## config.mk

```make
export PLATFORM = sky130hd
export DESIGN_NAME = mc_ctrl_flat
export DESIGN_NICKNAME = d
export VERILOG_FILES = /design/src/rtl/mc_ctrl_pkg.sv /design/src/rtl/mc_ctrl_if.sv /design/src/rtl/mc_ctrl_wdog.sv /design/src/rtl/mc_ctrl.sv /design/src/flat_wrapper.sv
export SDC_FILE = /design/constraint.sdc
export NUM_CORES = 1
export LEC_CHECK = 0
export BUFFER_PORTS_ARGS = -buffer_cell sky130_fd_sc_hd__buf_4
export CAP_MARGIN = 40
export CORE_UTILIZATION = 50
export DETAILED_ROUTE_END_ITERATION = 10
export GPL_ROUTABILITY_DRIVEN = 0
export PLACE_DENSITY = 0.76
export SETUP_SLACK_MARGIN = 0.2
export SLEW_MARGIN = 20
export SYNTH_ARGS = -nofsm -noshare
export SYNTH_HDL_FRONTEND = slang
export SYNTH_SLANG_ARGS = --single-unit
export TNS_END_PERCENT = 30
```

## constraint.sdc

```tcl
create_clock -name clk -period 2.92 [get_ports clk]
set_clock_uncertainty 0.2 [all_clocks]
set_input_delay 0.146 -clock clk [delete_from_list [all_inputs] [get_ports clk]]
set_output_delay 0.146 -clock clk [all_outputs]
set_load 0.05 [all_outputs]
```

## src/rtl/mc_ctrl_pkg.sv

```systemverilog
// Shared encodings for the multi-cycle MIPS-subset main controller.
package mc_ctrl_pkg;

   localparam logic [5:0] OP_R     = 6'b000000;
   localparam logic [5:0] OP_ADDIU = 6'b001001;
   localparam logic [5:0] OP_ORI   = 6'b001101;
   localparam logic [5:0] OP_LW    = 6'b100011;
   localparam logic [5:0] OP_SW    = 6'b101011;
   localparam logic [5:0] OP_BEQ   = 6'b000100;
   localparam logic [5:0] OP_J     = 6'b000010;

   localparam logic [1:0] ALUCTR_ADD   = 2'b00;
   localparam logic [1:0] ALUCTR_SUB   = 2'b01;
   localparam logic [1:0] ALUCTR_RTYPE = 2'b10;
   localparam logic [1:0] ALUCTR_OR    = 2'b11;

   localparam logic [1:0] SRCB_B   = 2'b00;
   localparam logic [1:0] SRCB_4   = 2'b01;
   localparam logic [1:0] SRCB_IMM = 2'b10;
   localparam logic [1:0] SRCB_BRA = 2'b11;

   localparam logic [1:0] PCSRC_ALU = 2'b00;
   localparam logic [1:0] PCSRC_OUT = 2'b01;
   localparam logic [1:0] PCSRC_JMP = 2'b10;

   typedef enum logic [3:0] {
      S_IDLE, S_FETCH, S_DECODE, S_EXEC_R, S_WB_R, S_EXEC_I, S_WB_I,
      S_MEM_ADDR, S_MEM_RD, S_MEM_WB, S_MEM_WR, S_BRANCH, S_JUMP, S_HALT
   } state_t;

   // States that hold mem_req high and are guarded by the watchdog.
   function automatic logic is_req(input state_t s);
      return (s == S_FETCH) || (s == S_MEM_RD) || (s == S_MEM_WR);
   endfunction

endpackage

```

## src/rtl/mc_ctrl_if.sv

```systemverilog
// Unified instruction/data memory request/ready handshake.
interface mc_ctrl_if;
   logic mem_req;
   logic mem_we;
   logic iord;
   logic mem_ready;

   modport master (output mem_req, output mem_we, output iord, input mem_ready);
   modport slave  (input mem_req, input mem_we, input iord, output mem_ready);
endinterface

```

## src/rtl/mc_ctrl_wdog.sv

```systemverilog
// Memory-wait watchdog: counts unanswered request cycles, flags expiry.
module mc_ctrl_wdog #(
   parameter int TO_W        = 8,
   parameter int MEM_TIMEOUT = 255
) (
   input  logic clk,
   input  logic rst_n,
   input  logic start,
   input  logic waiting,
   input  logic ready,
   output logic expire
);

   logic [TO_W-1:0] cnt;

   always_ff @(posedge clk) begin
      if (!rst_n || start)
         cnt <= '0;
      else if (waiting && !ready)
         cnt <= cnt + TO_W'(1);
   end

   // Expires on the MEM_TIMEOUT-th unanswered cycle; a same-cycle ready wins.
   generate
      if (MEM_TIMEOUT == 0) begin : g_off
         assign expire = 1'b0;
      end else begin : g_on
         assign expire = waiting && !ready && (cnt == TO_W'(MEM_TIMEOUT - 1));
      end
   endgenerate

endmodule

```

## src/rtl/mc_ctrl.sv

```systemverilog
// Multi-cycle main controller. Define MC_CTRL_ILLEGAL_TRAP_EN to halt on
// illegal opcodes instead of treating them as NOPs.
module mc_ctrl
   import mc_ctrl_pkg::*;
#(
   parameter int TO_W        = 8,
   parameter int MEM_TIMEOUT = 255
) (
   input  logic        clk,
   input  logic        rst_n,
   input  logic [5:0]  op,
   input  logic        zero,
   mc_ctrl_if.master   mem,
   output logic        ir_we,
   output logic        pc_we,
   output logic [1:0]  pc_src,
   output logic        alu_src_a,
   output logic [1:0]  alu_src_b,
   output logic        ext_zero,
   output logic [1:0]  ALUctr,
   output logic        reg_we,
   output logic        reg_dst,
   output logic        mem_to_reg,
   output logic        bus_err,
   output logic        halted
);

   state_t state, state_nx;
   logic   req, we, iord, expire, start;

   assign mem.mem_req = req;
   assign mem.mem_we  = we;
   assign mem.iord    = iord;

   // Clear the watchdog whenever a request state is freshly entered.
   assign start = is_req(state_nx) && !(req && !mem.mem_ready);

   mc_ctrl_wdog #(.TO_W(TO_W), .MEM_TIMEOUT(MEM_TIMEOUT)) u_wdog (
      .clk     (clk),
      .rst_n   (rst_n),
      .start   (start),
      .waiting (req),
      .ready   (mem.mem_ready),
      .expire  (expire)
   );

   always_ff @(posedge clk) begin
      if (!rst_n) begin
         state   <= S_IDLE;
         bus_err <= 1'b0;
      end else begin
         state <= state_nx;
         if (expire) bus_err <= 1'b1;
      end
   end

   always_comb begin
      state_nx   = state;
      req        = 1'b0;
      we         = 1'b0;
      iord       = 1'b0;
      ir_we      = 1'b0;
      pc_we      = 1'b0;
      pc_src     = PCSRC_ALU;
      alu_src_a  = 1'b0;
      alu_src_b  = SRCB_B;
      ext_zero   = 1'b0;
      ALUctr     = ALUCTR_ADD;
      reg_we     = 1'b0;
      reg_dst    = 1'b0;
      mem_to_reg = 1'b0;
      halted     = 1'b0;
      case (state)
         S_IDLE: state_nx = S_FETCH;
         S_FETCH: begin
            req       = 1'b1;
            alu_src_b = SRCB_4;
            if (mem.mem_ready) begin
               ir_we    = 1'b1;
               pc_we    = 1'b1;
               state_nx = S_DECODE;
            end else if (expire) begin
               state_nx = S_HALT;
            end
         end
         S_DECODE: begin
            alu_src_b = SRCB_BRA;
            case (op)
               OP_R:            state_nx = S_EXEC_R;
               OP_ADDIU, OP_ORI: state_nx = S_EXEC_I;
               OP_LW, OP_SW:    state_nx = S_MEM_ADDR;
               OP_BEQ:          state_nx = S_BRANCH;
               OP_J:            state_nx = S_JUMP;
`ifdef MC_CTRL_ILLEGAL_TRAP_EN
               default:         state_nx = S_HALT;
`else
               default:         state_nx = S_FETCH;
`endif
            endcase
         end
         S_EXEC_R: begin
            alu_src_a = 1'b1;
            ALUctr    = ALUCTR_RTYPE;
            state_nx  = S_WB_R;
         end
         S_WB_R: begin
            reg_we   = 1'b1;
            reg_dst  = 1'b1;
            state_nx = S_FETCH;
         end
         S_EXEC_I: begin
            alu_src_a = 1'b1;
            alu_src_b = SRCB_IMM;
            ext_zero  = (op == OP_ORI);
            ALUctr    = (op == OP_ORI) ? ALUCTR_OR : ALUCTR_ADD;
            state_nx  = S_WB_I;
         end
         S_WB_I: begin
            reg_we   = 1'b1;
            state_nx = S_FETCH;
         end
         S_MEM_ADDR: begin
            alu_src_a = 1'b1;
            alu_src_b = SRCB_IMM;
            state_nx  = (op == OP_SW) ? S_MEM_WR : S_MEM_RD;
         end
         S_MEM_RD: begin
            req  = 1'b1;
            iord = 1'b1;
            if (mem.mem_ready)  state_nx = S_MEM_WB;
            else if (expire)    state_nx = S_HALT;
         end
         S_MEM_WB: begin
            reg_we     = 1'b1;
            mem_to_reg = 1'b1;
            state_nx   = S_FETCH;
         end
         S_MEM_WR: begin
            req  = 1'b1;
            we   = 1'b1;
            iord = 1'b1;
            if (mem.mem_ready)  state_nx = S_FETCH;
            else if (expire)    state_nx = S_HALT;
         end
         S_BRANCH: begin
            alu_src_a = 1'b1;
            ALUctr    = ALUCTR_SUB;
            pc_src    = PCSRC_OUT;
            pc_we     = zero;
            state_nx  = S_FETCH;
         end
         S_JUMP: begin
            pc_src   = PCSRC_JMP;
            pc_we    = 1'b1;
            state_nx = S_FETCH;
         end
         S_HALT:  halted   = 1'b1;
         default: state_nx = S_IDLE;
      endcase
   end

endmodule

```

## src/flat_wrapper.sv

```systemverilog
// flat-port wrapper written by rule: the top's interface ports become plain ports
module mc_ctrl_flat import mc_ctrl_pkg::*;
#(
   parameter int TO_W        = 8,
   parameter int MEM_TIMEOUT = 255
)
  (clk, rst_n, op, zero, ir_we, pc_we, pc_src, alu_src_a, alu_src_b, ext_zero, ALUctr, reg_we, reg_dst, mem_to_reg, bus_err, halted, mem_mem_req, mem_mem_we, mem_iord, mem_mem_ready);
  mc_ctrl_if mem_i ();
  input  logic clk;
  input  logic rst_n;
  input  logic [5:0] op;
  input  logic zero;
  output logic ir_we;
  output logic pc_we;
  output logic [1:0] pc_src;
  output logic alu_src_a;
  output logic [1:0] alu_src_b;
  output logic ext_zero;
  output logic [1:0] ALUctr;
  output logic reg_we;
  output logic reg_dst;
  output logic mem_to_reg;
  output logic bus_err;
  output logic halted;
  output wire logic [$bits(mem_i.mem_req)-1:0] mem_mem_req;
  output wire logic [$bits(mem_i.mem_we)-1:0] mem_mem_we;
  output wire logic [$bits(mem_i.iord)-1:0] mem_iord;
  input wire logic [$bits(mem_i.mem_ready)-1:0] mem_mem_ready;
  assign mem_mem_req = mem_i.mem_req;
  assign mem_mem_we = mem_i.mem_we;
  assign mem_iord = mem_i.iord;
  assign mem_i.mem_ready = mem_mem_ready;
  mc_ctrl #(.TO_W(TO_W), .MEM_TIMEOUT(MEM_TIMEOUT)) u_core (.clk(clk), .rst_n(rst_n), .op(op), .zero(zero), .mem(mem_i), .ir_we(ir_we), .pc_we(pc_we), .pc_src(pc_src), .alu_src_a(alu_src_a), .alu_src_b(alu_src_b), .ext_zero(ext_zero), .ALUctr(ALUctr), .reg_we(reg_we), .reg_dst(reg_dst), .mem_to_reg(mem_to_reg), .bus_err(bus_err), .halted(halted));
endmodule
```

# After elaboration in Yosys (flattened, before gate mapping)

Index checks and enable logic that the tools add are counted.

Input port bits: 10
Register bits: 13
Word-level logic and storage cells: 69
Output and inout bits: 18

Multiplexer cells: 23
Equality and inequality tests: 23
Add/subtract/negate cells: 1
Reduce and logical (&&, ||, !) cells: 19

Operator list:

| cell                                           | number |
|---|---|
| one-hot mux 4 bit (9 select lines)             | 1 |
| == test 4 bit (second input constant)          | 8 |
| one-hot mux 4 bit (5 select lines)             | 1 |
| == test 4 x 3 -> 1 bit (second input constant) | 4 |
| two-way mux 4 bit                              | 4 |
| == test 6 x 4 -> 1 bit (second input constant) | 2 |
| == test 6 bit (second input constant)          | 2 |
| one-hot mux 2 bit (3 select lines)             | 2 |
| two-way mux 1 bit                              | 11 |
| adder 8 x 1 -> 8 bit (second input constant)   | 1 |
| == test 4 x 1 -> 1 bit (second input constant) | 2 |
| == test 4 x 2 -> 1 bit (second input constant) | 2 |
| == test 8 bit (second input constant)          | 1 |
| OR reduction 2 bit                             | 4 |
| == test 6 x 2 -> 1 bit (second input constant) | 1 |
| == test 6 x 3 -> 1 bit (second input constant) | 1 |
| logical NOT 6 bit                              | 1 |
| OR reduction 3 bit                             | 2 |
| OR reduction 6 bit                             | 1 |
| logical NOT 4 bit                              | 1 |
| two-way mux 2 bit                              | 2 |
| one-hot mux 2 bit (2 select lines)             | 1 |
| OR reduction 4 bit                             | 1 |
| logical AND 1 bit                              | 3 |
| 3 further kinds                                | 7 |

# Longest topological paths before layout

Gate-level depths: netlist of run 1.

Word-level depth: 13
Gate-level depth with buffers: 8
Gate-level depth less buffers: 7

# Modules after synthesis

Synthesis of run 1 repeated with hierarchy kept, for this count alone.

Cells, all modules: 141
Area, all modules: 1101.1 um^2

By module, submodules not included:

| module       | cells each | area an instance (um^2) | times used |
|---|---|---|---|
| mc_ctrl      | 96         | 690.7                   | 1 |
| mc_ctrl_wdog | 45         | 410.4                   | 1 |

# Worst setup path after synthesis of run 1

OpenSTA, ideal clock, no wires.

Kind: flip-flop to output port
From: register u_core.state[1]
To: output port pc_we
Path buffers: 1
Required time: 2.574 ns
Arrival time: 2.102 ns
Stages on the path, launching flop included: 6
Setup slack: 0.472 ns
Cell sequence: dfxtp_1 -> clkbuf_1 -> nand2_1 -> nor2_1 -> nand2_1 -> o21ai_0

Longest elaborated chain between the ends: 2

RTL lines:

| item                                                           | RTL line           | RTL |
|---|---|---|
| start: declaration                                             | mc_ctrl.sv:28      | `state_t state, state_nx;` |
| start signal: assignment                                       | mc_ctrl.sv:52      | `state <= state_nx;` |
| == test 4 bit / == test 4 x 1 -> 1 bit (equally long branches) | mc_ctrl.sv:73      | `case (state)` |
| one-hot mux 1 bit (3 select lines) (*)                         | mc_ctrl.sv:73      |  |
| end: declaration                                               | flat_wrapper.sv:14 | `output logic pc_we;` |

Every way passes the cells marked *; elsewhere a longest branch is shown, timed or not.

# Final worst setup path of run 1

From: register u_core.state[3]
To: register u_core.u_wdog.cnt[2]

Longest elaborated chain between the ends: 13

RTL lines:

| item                                                           | RTL line                                              | RTL |
|---|---|---|
| == test 4 x 1 -> 1 bit / == test 4 bit (equally long branches) | mc_ctrl.sv:73                                         |  |
| OR reduction 3 bit (no source line)                            | -                                                     |  |
| two-way mux 1 bit                                              | mc_ctrl.sv:73                                         |  |
| logical AND 1 bit                                              | mc_ctrl_wdog.sv:19, mc_ctrl_wdog.sv:28, mc_ctrl.sv:36 |  |
| logical AND 1 bit                                              | mc_ctrl_wdog.sv:28                                    | `assign expire = waiting && !ready && (cnt == TO_W'(MEM_TIMEOUT - 1));` |
| two-way mux 4 bit                                              | mc_ctrl.sv:82, mc_ctrl.sv:131, mc_ctrl.sv:143         |  |
| two-way mux 4 bit (on tied branches)                           | mc_ctrl.sv:142, mc_ctrl.sv:78, mc_ctrl.sv:130         |  |
| one-hot mux 4 bit (9 select lines)                             | mc_ctrl.sv:73                                         |  |
| == test 4 x 1 -> 1 bit / == test 4 bit (equally long branches) | mc_ctrl_pkg.sv:33                                     | `return (s == S_FETCH) \|\| (s == S_MEM_RD) \|\| (s == S_MEM_WR);` |
| logical OR 1 bit (2 in a row)                                  | mc_ctrl_pkg.sv:33                                     |  |
| logical AND 1 bit                                              | mc_ctrl.sv:36                                         | `assign start = is_req(state_nx) && !(req && !mem.mem_ready);` |
| logical OR 1 bit                                               | mc_ctrl_wdog.sv:17                                    | `if (!rst_n \|\| start)` |
| end signal: assignment                                         | mc_ctrl_wdog.sv:20                                    | `cnt <= cnt + TO_W'(1);` |
| end: declaration                                               | mc_ctrl_wdog.sv:14                                    | `logic [TO_W-1:0] cnt;` |

Several ways; a longest one is shown, not always the timed one.
A chain may end at the register's enable or synchronous reset.

==> results of run 1 <==
==> cells in the mapped netlist (all sizes together) (2+ instances only) <==
library cell	n
nor2	22
dfxtp	13
nand2	9
a21oi	8
nand2b	7
nand3	6
xor2	6
buf	5
o21ai	5
clkbuf	4
o21a	4
a211oi	3
and4	3
inv	3
nor2b	3
nor3	3
xnor2	3
a21boi	2
a31oi	2
and2	2
ha	2
nand4	2
nor3b	2
nor4	2
o22ai	2
o311ai	2
or3	2
==> per-stage QoR <==
step                total power [mW]  worst slack, ns
floorplan                      0.261            0.472
global placement               0.293            0.515
detailed placement             0.294            0.512
CTS                            0.404            0.487
global route                   0.421            0.309
finish                         0.402            0.475
==> worst min-delay path by stage <==
stage,start,to,slack [ns],cells past startpoint
after detailed placement,rst_n,u_core.bus_err,0.22,2
after global routing,mem_mem_ready,u_core.state[1],0.20,5
after global placement,rst_n,u_core.bus_err,0.22,2
after CTS,op[4],u_core.state[2],0.17,4
final,mem_mem_ready,u_core.state[1],0.17,5
after floorplan,rst_n,u_core.state[3],0.06,2
==> worst reg2reg max path, delay by kind of cell (launching register included) <==
family	cells	cell delay (ns)
AO/OA/AOI/OAI	4	1.02
flip-flops	1	0.69
AND/OR/NAND/NOR	2	0.41
==> layer usage <==
layer,up-vias,GRT usage,part of all wire
li1,561,-,-
met1,490,0.318,0.44
met2,42,0.379,0.48
met3,2,0.0741,0.071
met4,0,0.0722,0.0059
met5,-,0,0
==> cell families (layout without fill, tap and decap cells) <==
logic type | after synthesis | in the layout | share of synthesized area
buffers and inverters | 12 | 37 | 0.0587
AOI/OAI and AO/OA | 34 | 34 | 0.243
DFF | 13 | 13 | 0.244
xor gates and xnor gates | 9 | 9 | 0.0740
and+or+nand+nor | 71 | 71 | 0.356
adders and majority gates | 2 | 2 | 0.0235
==> sequential cells by signal (all words and copies together) (netlist names) <==
signal             cells
u_core.u_wdog.cnt      8
u_core.state           4
u_core.bus_err         1
==> layout by cell type, fill, tap and decap left out, types with 2 or more instances in the layout <==
cell type and count:
or3_1 2, nand2_1 9, clkbuf_4 3, xor2_1 6, nor3b_1 2, dfxtp_1 13, buf_4 29, a21boi_0 2
o21a_1 3, a31oi_1 2, inv_1 3, o21ai_0 3, xnor2_1 3, ha_1 2, a211oi_1 2, nor2b_1 3
nor3_1 3, nand2b_1 7, nor2_1 22, nand3_1 6, and2_1 2, o22ai_1 2, nand4_1 2, nor4_1 2
a21oi_1 8, and4_1 3
==> power by group <==
| group | switching, mW | total (mW) | leakage, nW | internal, mW |
|---|---|---|---|---|
| logic | 0.0642 | 0.105 | 0.386 | 0.0413 |
| registers | 0.00632 | 0.187 | 0.105 | 0.180 |
| clock network | 0.0570 | 0.110 | 0.0150 | 0.0530 |
==> cell type report <==
type,instances,share of cell area
Clock buffer,4,0.0202
Inverter,3,0.00865
Multi-Input combinational cell,116,0.570
Sequential cell,13,0.200
Tap cell,27,0.0260
Timing Repair Buffer,30,0.175
==> metrics, run 1 <==
HPWL after DPL=1960 um; CTS Sinks=13; clk slew on worst S/H paths=0.08 ns; maximum vdd drop=0.000267 V; crit end category=flip-flop; Final #Nets=179; CP cell instances=or2b_1 -> a211oi_2 -> o21a_4 -> o21ai_2 -> o311ai_4 -> nor2_1; Slew Viols, Final=0; clk_lat worst skew=0.27 ns; final hold violations=0; CTS tree=done; core area=1980 um2; Post-synth EDFFs=0; Seq/Total Area, Yosys=0.244; Max Cap Violations=0; fmax=409 MHz; CP max stage delay=0.69 ns; Non-Filler Instances=193; Slew HR=0.573; leakage power=0.507 nW; Worst path slowest cell=dfxtp_1; Via Count=1095; Synth area leader=dfxtp_1; Area Growth Syn to Fin=22.2%; post-layout util=0.657; Async SR Flop Fraction=0; IO Count=28; Period Utilization, post-route=0.837; Setup Buffers After CTS=0; post-route cell area=1300 um2; Worst Path Max Fanout=19; largest net degree at the start of global routing=22; Remaining DRCs=0; Critical path origin=u_core.state[3]; crit-path leading delay family=compound AO/OA/AOI/OAI gates; port bufs=27; RSZ-0062 raised after global routing=false; FF/Latch Area=260 um2; Overflow after GRT=0; final setup fails=0; H-Tree Depth=1; WL/cell=13.2 um; Ys Warns=0; WP buf/inv=0; Site Rows=16; commonest register cell after synthesis=dfxtp_1; crit start category=flip-flop; Fillers=177; multi-input logic area=742 um2; Post-Place Cells=188; worst min-delay path class=in -> reg; final WL=2550 um; post_cts resized=0; Distinct cells, synth=48; Mapped Cells=141; ranking of synthesized cells by area=dfxtp_1, nor2_1, xor2_1; die area=2320 um2; Worst Path Arrival=2.40 ns; starting density of the core=0.537; Yosys top cell area share=0.244; R2R depth=6; number of global-route vias before repair=851; reg2reg end=u_core.u_wdog.cnt[2]; final hold slack=0.173 ns; Pwr Density=309 nW/um2; Die W=48.1 um; status=finished, final reports clean; flop2flop setup slack=0.47 ns; first-pass GRT wire length=3930 um; CTS root buf=clkbuf_4; antenna violations before repair=0; CTS Buffer Depth=2; Synth Register Bits=13; WP data required=2.87 ns; Crit. path cell count=6; Worst Setup Path Type=reg -> reg; worst r2r src=u_core.state[3]; share of cells above drive strength 1=0.229; Via density=5.67; Final Critical Period=2.45 ns; GRT Util Overall=0.242; Mapped Area=1060 um2; Chip Height=48.1 um; net count after synthesis=153; Iter 0 DRT Violations=21; antenna fix cells=0; DRT antenna net count=0; Slew @ Worst Pin=0.640 ns; cts bufs inserted=3; worst setup path end=u_core.u_wdog.cnt[2]; final setup TNS=0 ns; syn avg cell area=7.55 um2; placed cell area=1260 um2; Pre-Repair DR Iteration Count=4; # hold bufs at CTS=1
(Power assumes the default switching activity.)
==> run 2, diff against run 1 <==
- clock period: 2.92 -> 2.45 ns (I/O delays scaled with it)
==> run 2 against run 1 <==
Combinational power grew 38%. Hold slack worse by 0.12 ns. Global-route usage grew 1.6 points. First-iteration DRC count is 110% higher. Register-to-register slack got worse by 0.17 ns. Via count increased by 8.9%. Sequential power rose by 18%. Highest routed layer unchanged. Total power increased by 24%. Worst setup slack lost 0.17 ns. Clock-buffer cell count is the same. Non-clock buffer count grew 7. Sequential share of layout area is 1.3 points lower.
==> metrics, run 2 (synthesis gave the netlist of run 1 again) <==
final hold violations=0; clk_lat worst skew=0.27 ns; flop2flop setup slack=0.30 ns; GRT Util Overall=0.258; Chip Height=48.1 um; starting density of the core=0.537; antenna violations before repair=0; Pre-Repair DR Iteration Count=5; Worst path slowest cell=or3b_4; CTS tree=done; biggest regs=u_core.u_wdog.cnt (8), u_core.state (4), u_core.bus_err (1); status=finished, final reports clean; Worst Path Arrival=2.11 ns; leakage power=0.554 nW; die area=2320 um2; port bufs=27; final setup TNS=0 ns; IO Count=28; Final Critical Period=2.15 ns; max reg flops=8; share of cells above drive strength 1=0.318; number of global-route vias before repair=1013; hold path start=op[4]; Slew HR=0.791; post-layout util=0.717; HPWL after DPL=2090 um; multi-input logic area=787 um2; Area Growth Syn to Fin=33.4%; Die W=48.1 um; CTS Buffer Depth=2; Hold Path Sink=u_core.state[2]; WL/cell=14.3 um; Max Cap Violations=0; pre-CTS setup slack=0.194 ns; Overflow after GRT=0; worst min-delay path class=in -> reg; Pwr Density=350 nW/um2; Slew Viols, Final=0; antenna fix cells=0; first-pass GRT wire length=4280 um; DRT antenna net count=0; Final #Nets=186; most common cell after layout, fill and taps aside=buf_4; Post-Place Cells=193; final WL=2850 um; Period Utilization, post-route=0.877; Remaining DRCs=0; WP data required=2.41 ns; Worst Setup Path Type=reg -> reg; H-Tree Depth=1; most frequent cells in the layout=buf_4, nor2_1, nand2_1, dfxtp_1, a21oi_1; maximum vdd drop=0.000349 V; crit start category=flip-flop; Non-Filler Instances=200; CP max stage delay=0.41 ns; fmax=466 MHz; cts bufs inserted=3; Most flops, register=u_core.u_wdog.cnt; Slew @ Worst Pin=0.313 ns; CP cell instances=or3b_4 -> a211oi_4 -> o21a_4 -> o21ai_2 -> o311ai_4 -> buf_6 -> a211oi_1; worst r2r src=u_core.state[0]; Worst Path Max Fanout=8; Fillers=163; crit end category=flip-flop; CTS Sinks=13; clk slew on worst S/H paths=0.08 ns; FF/Latch Area=265 um2; largest net degree at the start of global routing=21; Iter 0 DRT Violations=44; RSZ-0062 raised after global routing=false; final setup fails=0; Via Count=1193; core area=1980 um2; R2R depth=7; hold path depth=4; Site Rows=16; Final WS setup=0.302 ns; Via density=5.97; CTS root buf=clkbuf_4; reg2reg end=u_core.u_wdog.cnt[1]
==> run 2: cell types whose count changed in the layout (fill, tap and decap cells not counted), sizes merged <==
| cell | previous run | this run |
|---|---|---|
| buf | 29 | 36 |
==> run 2: per-layer routing <==
metal	GRT usage	routed length (um)	vias up
li1	-	-	570
met2	0.467	1460	48
met5	0	0	-
met3	0.0556	173	8
met1	0.299	1180	567
met4	0.0833	50	0
==> run 2: final cells by class <==
class                           instances  share of cell area
Timing Repair Buffer                   37               0.209
Sequential cell                        13               0.187
Tap cell                               27              0.0238
Clock buffer                            4              0.0185
Multi-Input combinational cell        116               0.554
Inverter                                3             0.00793
==> run 2: worst max path at each step <==
| stage | startpoint | endpoint | slack [ns] | cells after the start |
|---|---|---|---|---|
| 2_1_floorplan | u_core.state[2] | pc_src[1] | 0.22 | 4 |
| 3_3_place_gp | u_core.state[3] | u_core.u_wdog.cnt[1] | 0.23 | 7 |
| 3_5_place_dp | u_core.state[0] | u_core.u_wdog.cnt[5] | 0.19 | 6 |
| 4_1_cts | u_core.state[0] | u_core.u_wdog.cnt[1] | 0.21 | 7 |
| 5_1_grt | u_core.state[0] | u_core.u_wdog.cnt[1] | 0.21 | 7 |
| 6_report | u_core.state[0] | u_core.u_wdog.cnt[1] | 0.30 | 7 |
==> run 2: stage by stage <==
| stage | hold WS [ns] | power [mW] | area [um2] |
|---|---|---|---|
| CTS | 0.0618 | 0.492 | 1390 |
| detailed placement | 0.200 | 0.357 | 1320 |
| finish | 0.0561 | 0.497 | 1420 |
| floorplan | 0.0363 | 0.311 | 1070 |
| global placement | 0.198 | 0.356 | 1320 |
| global route | 0.0745 | 0.519 | 1420 |
==> run 2: where the power goes <==
part / total (mW) / leakage [nW] / switching, mW / internal (mW)
Sequential: 0.221 / 0.107 / 0.00597 / 0.215
Combinational: 0.145 / 0.432 / 0.0854 / 0.0593
Clock: 0.131 / 0.0150 / 0.0677 / 0.0631
Total: 0.497 / 0.554 / 0.159 / 0.338
==> run 2: worst max-delay path: cells and delay by family, from the launching register on <==
| family | cells | cell delay [ns] |
|---|---|---|
| DFF | 1 | 0.39 |
| AOI/OAI and AO/OA | 5 | 0.87 |
| buffers and inverters | 1 | 0.16 |
| and+or+nand+nor | 1 | 0.41 |
==> run 2: repair_timing <==
| action | 4_1_cts | 5_1_grt |
|---|---|---|
| resized for setup | 5 | 9 |
| setup buffers | 1 | 1 |
| endpoints found under the setup margin | 8 | 8 |
| hold endpoints to repair | 5 | 0 |
| hold buffers | 1 | 0 |
| pin swaps | 1 | 2 |
| cloned | 0 | 0 |
==> run 3, diff against run 2 <==
- CORE_ASPECT_RATIO: unset -> 0.6
- CORE_UTILIZATION: 50 -> 30
- PLACE_DENSITY: 0.76 -> unset
==> run 3 against run 2 <==
Core utilization down 28 points. Worst setup slack got worse by 0.055 ns. Combinational power about the same. Register-to-register slack worse by 0.05 ns. Via count is 5.7% lower. Sequential share of layout area is 0.33 points lower. Non-clock buffer count up 1. Largest cell class unchanged. Highest routed layer unchanged.
==> metrics, run 3 (synthesis gave the netlist of run 1 again) <==
status=finished, final reports clean; Final Critical Period=2.20 ns; leakage power=0.563 nW; Worst path slowest cell=dfxtp_2; Final #Nets=187; Worst Setup Path Type=reg -> reg; CTS tree=done; clk slew on worst S/H paths=0.05 ns; core area=3320 um2; largest net degree at the start of global routing=16; Final WS setup=0.248 ns; WP data required=2.40 ns; share of cells above drive strength 1=0.305; crit-path leading delay family=compound AO/OA/AOI/OAI gates; Max Cap Violations=0; WP buf/inv=2; crit end category=flip-flop; die area=3800 um2; CTS Sinks=13; crit start category=flip-flop; max reg flops=8; fmax=454 MHz; Via density=5.14; CP max stage delay=0.36 ns; IO Count=28; DRT antenna net count=0; WL/cell=12.4 um; CTS Buffer Depth=2; HPWL after DPL=2110 um; final hold violations=0; Site Rows=16; most common cell after layout, fill and taps aside=buf_4; clk_lat worst skew=0.24 ns; cts bufs inserted=3; Fillers=344; CP cell instances=buf_4 -> or2_2 -> nor4_1 -> a31oi_1 -> o21ai_2 -> o311ai_4 -> buf_6 -> a211oi_1; Slew HR=0.809; first-pass GRT wire length=4050 um; Critical path origin=u_core.state[3]; Slew Viols, Final=0; placed cell area=1340 um2; Worst Path Max Fanout=10; worst r2r src=u_core.state[3]; post-layout util=0.433; antenna violations before repair=0; Via Count=1125; Iter 0 DRT Violations=53; Worst Path Arrival=2.15 ns; final setup TNS=0 ns; worst min-delay path class=in -> reg; hold path start=op[4]; Non-Filler Instances=219; Chip Height=48.1 um; starting density of the core=0.320; Period Utilization, post-route=0.899; pre-CTS setup slack=0.155 ns; Slew @ Worst Pin=0.282 ns; CTS root buf=clkbuf_8; GRT Util Overall=0.142; port bufs=27; Post-Place Cells=212; biggest regs=u_core.u_wdog.cnt (8), u_core.state (4), u_core.bus_err (1); Most flops, register=u_core.u_wdog.cnt; maximum vdd drop=0.000178 V; Overflow after GRT=0; post-route cell area=1440 um2; final WL=2720 um; Pre-Repair DR Iteration Count=4; final setup fails=0; H-Tree Depth=1; RSZ-0062 raised after global routing=true; Area Growth Syn to Fin=35.1%; Pwr Density=383 nW/um2; Die W=78.9 um; antenna fix cells=0; Remaining DRCs=0; number of global-route vias before repair=861; most frequent cells in the layout=buf_4, nor2_1, dfxtp_1
==> run 3: metrics by stage <==
stage | power, mW | hold slack [ns]
6_report | 0.551 | 0.0771
5_1_grt | 0.584 | 0.111
4_1_cts | 0.553 | 0.0885
3_5_place_dp | 0.355 | 0.201
3_3_place_gp | 0.355 | 0.201
2_1_floorplan | 0.311 | 0.0363
==> run 3: final cells by class <==
| type | instances | area [um2] | share of cell area |
|---|---|---|---|
| timing repair buffer | 38 | 295 | 0.205 |
| sequential | 13 | 264 | 0.183 |
| inverter | 3 | 11.3 | 0.00783 |
| multi-input combinational | 116 | 767 | 0.533 |
| tap | 45 | 56.3 | 0.0391 |
| clock buffer | 4 | 45.0 | 0.0313 |
==> run 3: power by group <==
part           switching (mW)  internal [mW]
Sequential            0.00577          0.216
Combinational          0.0833         0.0582
Clock                  0.0729          0.115
==> run 3: worst paths after layout <==
kind                          endpoint  slack [ns]  cells past startpoint
hold / removal         u_core.state[2]        0.08                      4
setup / recovery  u_core.u_wdog.cnt[1]        0.25                      8
setup reg to reg  u_core.u_wdog.cnt[1]        0.25                      8
hold reg to reg         u_core.bus_err        0.28                      1
==> run 3: timing repair <==
item	4_1_cts	5_1_grt
pin swaps	1	3
endpoints found under the hold margin	5	0
setup endpoints to repair	8	8
setup buffers	2	0
gates resized for setup	3	7
hold buffers	1	0
==> run 3: metal layers <==
| metal | up-vias | wire (um) | GRT usage |
|---|---|---|---|
| met5 | - | 0 | 0 |
| met4 | 0 | 23 | 0.0436 |
| met3 | 3 | 183 | 0.0355 |
| met2 | 33 | 1100 | 0.193 |
| met1 | 517 | 1410 | 0.215 |
| li1 | 572 | - | - |
==> run 3: worst reg2reg max path: cells and delay by family (launching register included) <==
kind | cells | cell delay [ns]
AND/OR/NAND/NOR | 2 | 0.59
flip-flops | 1 | 0.36
AO/OA/AOI/OAI | 4 | 0.64
buffers and inverters | 2 | 0.33
